`src/rtl/fp_normalize_round.sv`:
```
// Normalize, round to nearest-even and pack a wide significand/exponent pair into IEEE-754 binary32.
// Iterative: one normalize/denormalize step per cycle, with a single operation in flight.
module fp_normalize_round (
  input  logic        clk,
  input  logic        reset,
  input  logic        in_valid,
  output logic        in_ready,
  input  logic [47:0] in_significand,
  input  logic [9:0]  in_exponent,
  input  logic        in_sign,
  input  logic        in_is_nan,
  input  logic        in_is_inf,
  input  logic        flush_en,
  output logic        out_valid,
  input  logic        out_ready,
  output logic [31:0] out_result
);

  typedef enum logic [2:0] {IDLE, NORMALIZE, DENORM, ROUND, DONE} state_t;

  state_t             state;
  logic [47:0]        sig;
  // One extra bit of headroom so exp+1 on a right shift cannot wrap at the top of the input range.
  logic signed [10:0] exp_q;
  logic               sign_q;
  logic               sticky;

  logic               rnd_inc;
  logic [24:0]        rnd_mant;
  logic signed [10:0] rnd_exp;
  logic               rnd_unit;
  logic [22:0]        rnd_frac;
  logic [31:0]        rnd_result;

  assign in_ready = (state == IDLE);

  always_comb begin
    rnd_inc  = sig[22] & ((|sig[21:0]) | sticky | sig[23]);
    rnd_mant = {1'b0, sig[46:23]} + {24'd0, rnd_inc};
    rnd_unit = rnd_mant[23];
    rnd_frac = rnd_mant[22:0];
    rnd_exp  = exp_q;
    // Carry out of the units bit renormalizes to 1.0 * 2^(exp+1).
    if (rnd_mant[24]) begin
      rnd_unit = 1'b1;
      rnd_frac = rnd_mant[23:1];
      rnd_exp  = exp_q + 11'sd1;
    end
    if (rnd_exp >= 11'sd255)
      rnd_result = {sign_q, 8'hff, 23'h0};
    else
      rnd_result = {sign_q, rnd_unit ? rnd_exp[7:0] : 8'h00, rnd_frac};
  end

  always_ff @(posedge clk or posedge reset) begin
    if (reset) begin
      state      <= IDLE;
      out_valid  <= 1'b0;
      out_result <= 32'h0;
      sig        <= 48'h0;
      exp_q      <= 11'sd0;
      sign_q     <= 1'b0;
      sticky     <= 1'b0;
    end else if (flush_en) begin
      state     <= IDLE;
      out_valid <= 1'b0;
    end else begin
      case (state)
        IDLE: if (in_valid) begin
          sig    <= in_significand;
          exp_q  <= {in_exponent[9], in_exponent};
          sign_q <= in_sign;
          sticky <= 1'b0;
          if (in_is_nan) begin
            out_result <= 32'h7fc00000;
            out_valid  <= 1'b1;
            state      <= DONE;
          end else if (in_is_inf) begin
            out_result <= {in_sign, 8'hff, 23'h0};
            out_valid  <= 1'b1;
            state      <= DONE;
          end else if (in_significand == 48'h0) begin
            out_result <= {in_sign, 31'h0};
            out_valid  <= 1'b1;
            state      <= DONE;
          end else begin
            state <= NORMALIZE;
          end
        end
        NORMALIZE: begin
          if (sig[47]) begin
            sig    <= sig >> 1;
            exp_q  <= exp_q + 11'sd1;
            sticky <= sticky | sig[0];
          end else if (!sig[46] && sig[46:39] == 8'h0 && exp_q > 11'sd8) begin
            sig   <= sig << 8;
            exp_q <= exp_q - 11'sd8;
          end else if (!sig[46] && exp_q > 11'sd1) begin
            sig   <= sig << 1;
            exp_q <= exp_q - 11'sd1;
          end else if (exp_q < 11'sd1) begin
            state <= DENORM;
          end else begin
            state <= ROUND;
          end
        end
        DENORM: begin
          // Beyond 2^-24 below the subnormal scale nothing can survive rounding.
          if (exp_q < -11'sd24) begin
            out_result <= {sign_q, 31'h0};
            out_valid  <= 1'b1;
            state      <= DONE;
          end else begin
            sig    <= sig >> 1;
            exp_q  <= exp_q + 11'sd1;
            sticky <= sticky | sig[0];
            if (exp_q == 11'sd0) state <= ROUND;
          end
        end
        ROUND: begin
          out_result <= rnd_result;
          out_valid  <= 1'b1;
          state      <= DONE;
        end
        DONE: if (out_ready) begin
          out_valid <= 1'b0;
          state     <= IDLE;
        end
        default: state <= IDLE;
      endcase
    end
  end

endmodule

```
`config.mk`:
```
export PLATFORM = sky130hd
export DESIGN_NAME = fp_normalize_round
export DESIGN_NICKNAME = d
export VERILOG_FILES = /design/src/rtl/fp_normalize_round.sv
export SDC_FILE = /design/constraint.sdc
export NUM_CORES = 1
export LEC_CHECK = 0
export CAP_MARGIN = 30
export CORE_ASPECT_RATIO = 0.9
export CORE_MARGIN = 3
export CORE_UTILIZATION = 30
export DETAILED_ROUTE_END_ITERATION = 10
export MAX_ROUTING_LAYER = met4
export SLEW_MARGIN = 20
export SYNTH_ARGS = -nofsm -noshare
export SYNTH_HDL_FRONTEND = slang
export SYNTH_SLANG_ARGS = --single-unit
```
`constraint.sdc`:
```
create_clock -name clk -period 3.52 [get_ports clk]
set_input_delay 0.352 -clock clk [delete_from_list [all_inputs] [get_ports clk]]
set_output_delay 0.352 -clock clk [all_outputs]
set_load 0.05 [all_outputs]
```
==> qor.csv <==
metric,value,unit
data arrival time of the critical path,3.27,ns
share of layout cells above drive strength 1,5.99,%
routed vias,6725,
Die Wd,163,µm
CTS tree,yes,
Area Growth Syn to Fin,22.0,%
TritonCTS Buffers,9,
Synth Instances,843,
count of input and output buffers,99,
Crit-path slowest cell,a21oi_1,
number of global-route vias before repair,6245,
NumNets Final,971,
first drt pass iteration count,8,
R2R depth,8,
die height,147,µm
Sw Share,48.6,%
CP required,3.78,ns
Least-Margin Pin Slew,0.803,ns
Comb power frac,44.2,%
Critical Path Sink,sig[41]$_DFFE_PP0P_,
Synth area leaders,"dfrtp_1 (36%), nand2_1 (8.0%), o21ai_0 (5.4%)",
power density over the cells,718,nW/µm²
#FFs+latches synth,97,
Sw Pwr,2.84,mW
initial core utilization,30.6,%
sequential area share after synthesis,36.4,%
Congestion Overflow GR,0,
initial antenna violation count,0,
worst stage delay on the critical path,0.63,ns
CP Buf/Inv Count,1,
total wire length,22.6,mm
first-pass GRT wire length,35.7,mm
crit path cell chain,inv_1 > ha_1 > o211ai_1 > and2_1 > nor2_1 > a21oi_1 > a222oi_1 > o21ai_0,
worst r2r src,exp_q[3]$_DFFE_PP0P_,
setup TNS,0,ns
syn nets,917,
reg-to-reg setup timing slack,0.52,ns
largest net degree at the start of global routing,68,
CP top delay family,compound AO/OA/AOI/OAI gates,
Worst R2R End,sig[41]$_DFFE_PP0P_,
Detailed Place HPWL,16.3,mm
Synth top cells by count,"nand2_1 (142), dfrtp_1 (97), o21ai_0 (72), a21oi_1 (62), nor2_1 (53)",
H-tree levels,3,
post-cts resize count,0,
# Post-CTS Setup Buffers,0,
# rows,51,
# diodes,0,
period utilization,85.3,%
"Cell Area, Placed",7870,µm²
Synth async-reset ratio,100,%
Clock Sinks,97,
Critical Path Stages,8,
Finished Cell Area,8140,µm²
Seq pwr share,39.6,%
max_slew headroom,46.3,%
clock root buffer master,clkbuf_16,
Clk network pwr share,16.1,%
fin crit period,3.00,ns
Total GRT Usage,19.1,%
via density per instance,5.64,
Post-DRT Antenna Nets,0,
fmax,0.333,GHz
clk_skew,0.0122,ns
Setup crit start kind,register,
Clock Path Buffers,2,
gpl congestion,0.957,
DRT iter0 DRCs,626,
PnR Total Power,5.84,mW
DRC,0,
Avg Synthesized Cell Area,7.91,µm²
top_reg_cell synth,dfrtp_1,
Tightest Hold Check Type,in -> async,
most numerous cell in the Yosys netlist,nand2_1,
worst vdd ir,0.303,mV
RSZ-0062 raised after global routing,no,
Cell variety after synth,70,
Internal,3.00,mW
hold_buf cts,0,
final setup fails,0,
final hold vios,0,
Final Max Tran Viols,0,
Die ar.,24100,µm²
status,"finished, final reports clean",
clk slew on worst S/H paths,0.06,ns
Yosys top cell by area,dfrtp_1,
Yosys warnings,0,
synthesized area,6670,µm²
area fraction of the dominant cell type after synthesis,36.4,%
DR WL/cell,18.9,µm
number of synthesized flops with an enable pin,0,
core area,21800,µm²
# Max-Cap Violations,0,
Pleak,3.05,nW
Crit Path Class,reg -> reg,
Setup crit start,exp_q[3]$_DFFE_PP0P_,
CP endpoint kind,register,
clk_lat worst skew,0.35,ns
IO Pins,100,
Critical Path Fanout Max,12,
==> state kept, by name (all words and copies together), names as in the netlist <==
name,flops
out_result,32
state,3
out_valid,1
exp_q,11
sign_q,1
sticky,1
sig,48
==> cell type report <==
cell class / instances / area [µm²]
tap: 291 / 364
timing repair buffer: 124 / 1200
fill: 2231 / 13600
sequential: 97 / 2430
clock inverter: 4 / 28.8
multi-input combinational: 651 / 3820
inverter: 14 / 55.1
clock buffer: 11 / 243
==> stage by stage <==
| stage | worst slack [ns] | hold slack [ns] | std cells | utilization [%] |
|---|---|---|---|---|
| global placement | 0.227 | 0.466 | 1177 | 36.2 |
| global route | 0.358 | 0.444 | 1192 | 37.4 |
| finish | 0.516 | 0.392 | 1192 | 37.4 |
| floorplan | 0.634 | 0.415 | 843 | - |
| detailed placement | 0.207 | 0.466 | 1177 | 36.2 |
| CTS | 0.560 | 0.414 | 1192 | 37.4 |
==> per-layer routing <==
metal / share of wire [%] / GRT usage [%] / up-vias
met5: 0 / - / -
met4: 2.3 / 5.62 / 0
met3: 7.5 / 2.83 / 32
met2: 42 / 26.6 / 306
met1: 48 / 28.7 / 3173
li1: - / - / 3214
==> placed cells by master, fill, tap and decap left out, types with 14 or more instances in the layout <==
cell / synthesis / routed
nor3_1: 14 / 14
buf_4: 1 / 23
a21oi_1: 62 / 62
o31ai_1: 14 / 14
nand3_1: 46 / 46
nand2_1: 142 / 142
nor4_1: 21 / 21
xnor2_1: 16 / 16
dfrtp_1: 97 / 97
a221oi_1: 36 / 36
nor2_1: 53 / 52
o21ai_0: 72 / 72
clkdlybuf4s50_1: 0 / 99
==> cells by family (layout without fill, tap and decap cells) <==
kind of cell / Yosys count / count (layout) / share of synthesized area [%]
AOI/OAI and AO/OA: 268 / 268 / 27.0
adders and majority gates: 8 / 8 / 1.50
buffers and inverters: 95 / 153 / 6.49
DFF: 97 / 97 / 36.4
and+or+nand+nor: 347 / 347 / 24.9
muxes: 3 / 3 / 0.469
xor gates and xnor gates: 25 / 25 / 3.28
==> power by group through the flow <==
stage               clock (mW)  combinational, mW  sequential, mW
CTS                      0.966               2.58            2.29
detailed placement           0               2.57            2.31
floorplan                    0               1.93            2.04
global placement             0               2.54            2.30
global route              1.00               2.86            2.38
finish                   0.942               2.58            2.32
==> worst min path at each step <==
stage | to | start | slack, ns
after floorplan | out_valid$_DFFE_PP0P_ | flush_en | 0.42
after global placement | out_result[10]$_DFFE_PP0P_ | out_result[10]$_DFFE_PP0P_ | 0.47
after detailed placement | out_result[10]$_DFFE_PP0P_ | out_result[10]$_DFFE_PP0P_ | 0.47
after CTS | out_result[23]$_DFFE_PP0P_ | reset | 0.41
after global routing | out_result[23]$_DFFE_PP0P_ | reset | 0.44
final | out_result[23]$_DFFE_PP0P_ | reset | 0.39
Note: power is estimated with default switching activity, not from simulation.
==> edit, RTL diff (same settings) <==
Encoding of `state_t`: now Gray code (3 bits for 5 states).
--- a/src/rtl/fp_normalize_round.sv
+++ b/src/rtl/fp_normalize_round.sv
@@ -16,7 +16,7 @@
   output logic [31:0] out_result
 );
 
-  typedef enum logic [2:0] {IDLE, NORMALIZE, DENORM, ROUND, DONE} state_t;
+  typedef enum logic [2:0] {IDLE = 3'b000, NORMALIZE = 3'b001, DENORM = 3'b011, ROUND = 3'b010, DONE = 3'b110} state_t;
 
   state_t             state;
   logic [47:0]        sig;
Behaviour: same outputs for any inputs over 4 cycles, from zero or initial values and one cycle with reset high; so few cycles prove little.
==> edit against the original RTL <==
  * Worst setup slack got worse by 0.26 ns
  * Design area rose by 10%
  * Fmax fell by 7.9%
  * Area after synthesis rose by 9.4%
  * Clock power rose by 8%
  * Power rose by 40%
  * Utilization rose by 0.59 points
  * Non-clock buffer count rose by 17
  * Final cell count rose by 4.3%
  * Combinational power rose by 84%
  * First-iteration DRC count rose by 42%
  * Routed wire length rose by 17%
  * Sequential cell count did not move
  * Critical path type unchanged
  * Largest cell class unchanged
==> edit: results <==
[power]
p_leak_nw = 3.421
switching_share_pct = 51.62
vdd_ir_drop_max_uv = 355.1

[route]
viasPerCell = 5.960
drtPass1Iterations = 7
drtIter0Drc = 887
wl_per_cell_um = 21.30

[logic_synthesis]
synthDistinctLibCells = 70
netlist_top_cells_count = "97 x dfrtp_1, 72 x o21ai_0, 66 x nor2_1"
seq_area_frac_synth_pct = 33.26
synth_xor_area_share_pct = 3.720
yosysWarnings = 0
synthMuxAreaShare_pct = 5.777
synth_fp_nets = 942
synth_compound_area_share_pct = 27.53
synthAdderAreaFrac_pct = 1.372
synth.area.top_cells = "dfrtp_1 33%, o21ai_0 4.9%, mux2_2 4.2%"

[min_path]
hold_path.class = "input pin to async pin"

[clock_tree]
clock-root-buffer = "clkbuf_16"
path_clk_slew_ns = 0.08
clk_latency_ns = 0.36
clk_path_buf_depth = 2

[global_routing]
gr-usage-all-layers_pct = 20.53
antenna_found_initial = 0
grt_pass1_wl_um = 41370
grt_pass1_vias = 6789
grt_max_degree = 64

[sta]
maxSlewHeadroom_pct = 41.34
clock_skew_ns = 0.01397

[worst_setup_path]
cpMaxStageDelayCell = "dfrtp_1"
arrival_ns = 3.51
crit_path_max_fanout = 21
crit_path_max_incr_delay_ns = 0.59
cp_top_family = "simple AND/OR/NAND/NOR gates"

[place]
post-dp-hpwl_um = 19170
portBuffers = 99
place_congestion = 0.8895

[finish]
reg_top3 = "sig (48), out_result (32), exp_q (11)"
antenna_cells = 0
largest_reg_flops = 48
nFillCells = 2395
final_net_count = 1010
drive_above_1_share_pct = 11.37

[status]
outcome = "finished, final reports clean"
==> edit: changes by cell type after synthesis, moves of 9 or more <==
| cell | delta |
|---|---|
| nor2_1 | +13 |
| a221oi_1 | -17 |
| a21oi_1 | -16 |
| nor3_1 | +9 |
| mux2_2 | +26 |
| nand3_1 | -26 |
| and3_1 | +26 |
| nand2_1 | -81 |
| o31ai_1 | -9 |
| a31oi_1 | +25 |
| o211ai_1 | +24 |
| a32o_1 | +16 |
==> edit: final cells by class <==
type                       instances  area (um^2)  share of cell area (%)
clock inverter                     6        57.56                  0.6418
multi-input combinational        668         4448                   49.60
sequential                        97         2427                   27.07
tap                              302        377.9                   4.214
clock buffer                      10        239.0                   2.665
timing repair buffer             141         1344                   14.99
inverter                          19        73.82                  0.8232
==> edit: worst paths after layout <==
check                          startpoint  depth (start not counted)  slack (ns)             end
setup / recovery                  sig[23]                          8        0.26  out_result[20]
hold / removal                      reset                          2        0.40   out_result[6]
setup reg to reg                  sig[23]                          8        0.26  out_result[20]
hold reg to reg            out_result[31]                          2        0.50  out_result[31]
max in group asynchronous           reset                          3        2.39         sig[29]
min in group clk           out_result[31]                          2        0.50  out_result[31]
==> edit: per-layer routing <==
layer	GRT usage, %	routed length [um]	vias to the layer above
li1	-	-	3447
met5	-	0	-
met1	31.34	12910	3584
met3	2.905	1842	28
met2	28.23	11230	349
met4	5.098	502	0
==> edit: repair_timing <==
item | 4_1_cts | 5_1_grt
resized for setup | 0 | 1
endpoints found under the hold margin | 0 | 0
setup buffers | 0 | 0
endpoints found under the setup margin | 0 | 13
==> edit: kinds of logic after synthesis <==
| group | Yosys count |
|---|---|
| simple gates | 302 |
| compound gates | 289 |
| buf+inv | 103 |
| mux | 38 |
| xor+xnor | 31 |
| flops | 97 |
| fa+ha+maj | 8 |
==> edit: power groups by stage <==
stage | clock network (mW) | registers (mW) | logic, mW
2_1_floorplan | 0 | 2.56 | 2.90
3_3_place_gp | 0 | 2.42 | 4.66
3_5_place_dp | 0 | 2.41 | 4.67
4_1_cts | 1.04 | 2.39 | 4.69
5_1_grt | 1.08 | 2.50 | 5.14
6_report | 1.02 | 2.42 | 4.75
==> edit: through the flow <==
step	cell area [um^2]	utilization [%]	cells	setup slack, ns	hold WS [ns]
final	8967	37.98	1243	0.2569	0.3980
after CTS	8959	37.95	1242	0.1992	0.4216
after global routing	8967	37.98	1243	0.08528	0.4362
after floorplan	7298	-	868	0.2962	0.4184
after detailed placement	8662	36.69	1226	0.1188	0.4758
after global placement	8662	36.69	1226	0.1196	0.4707
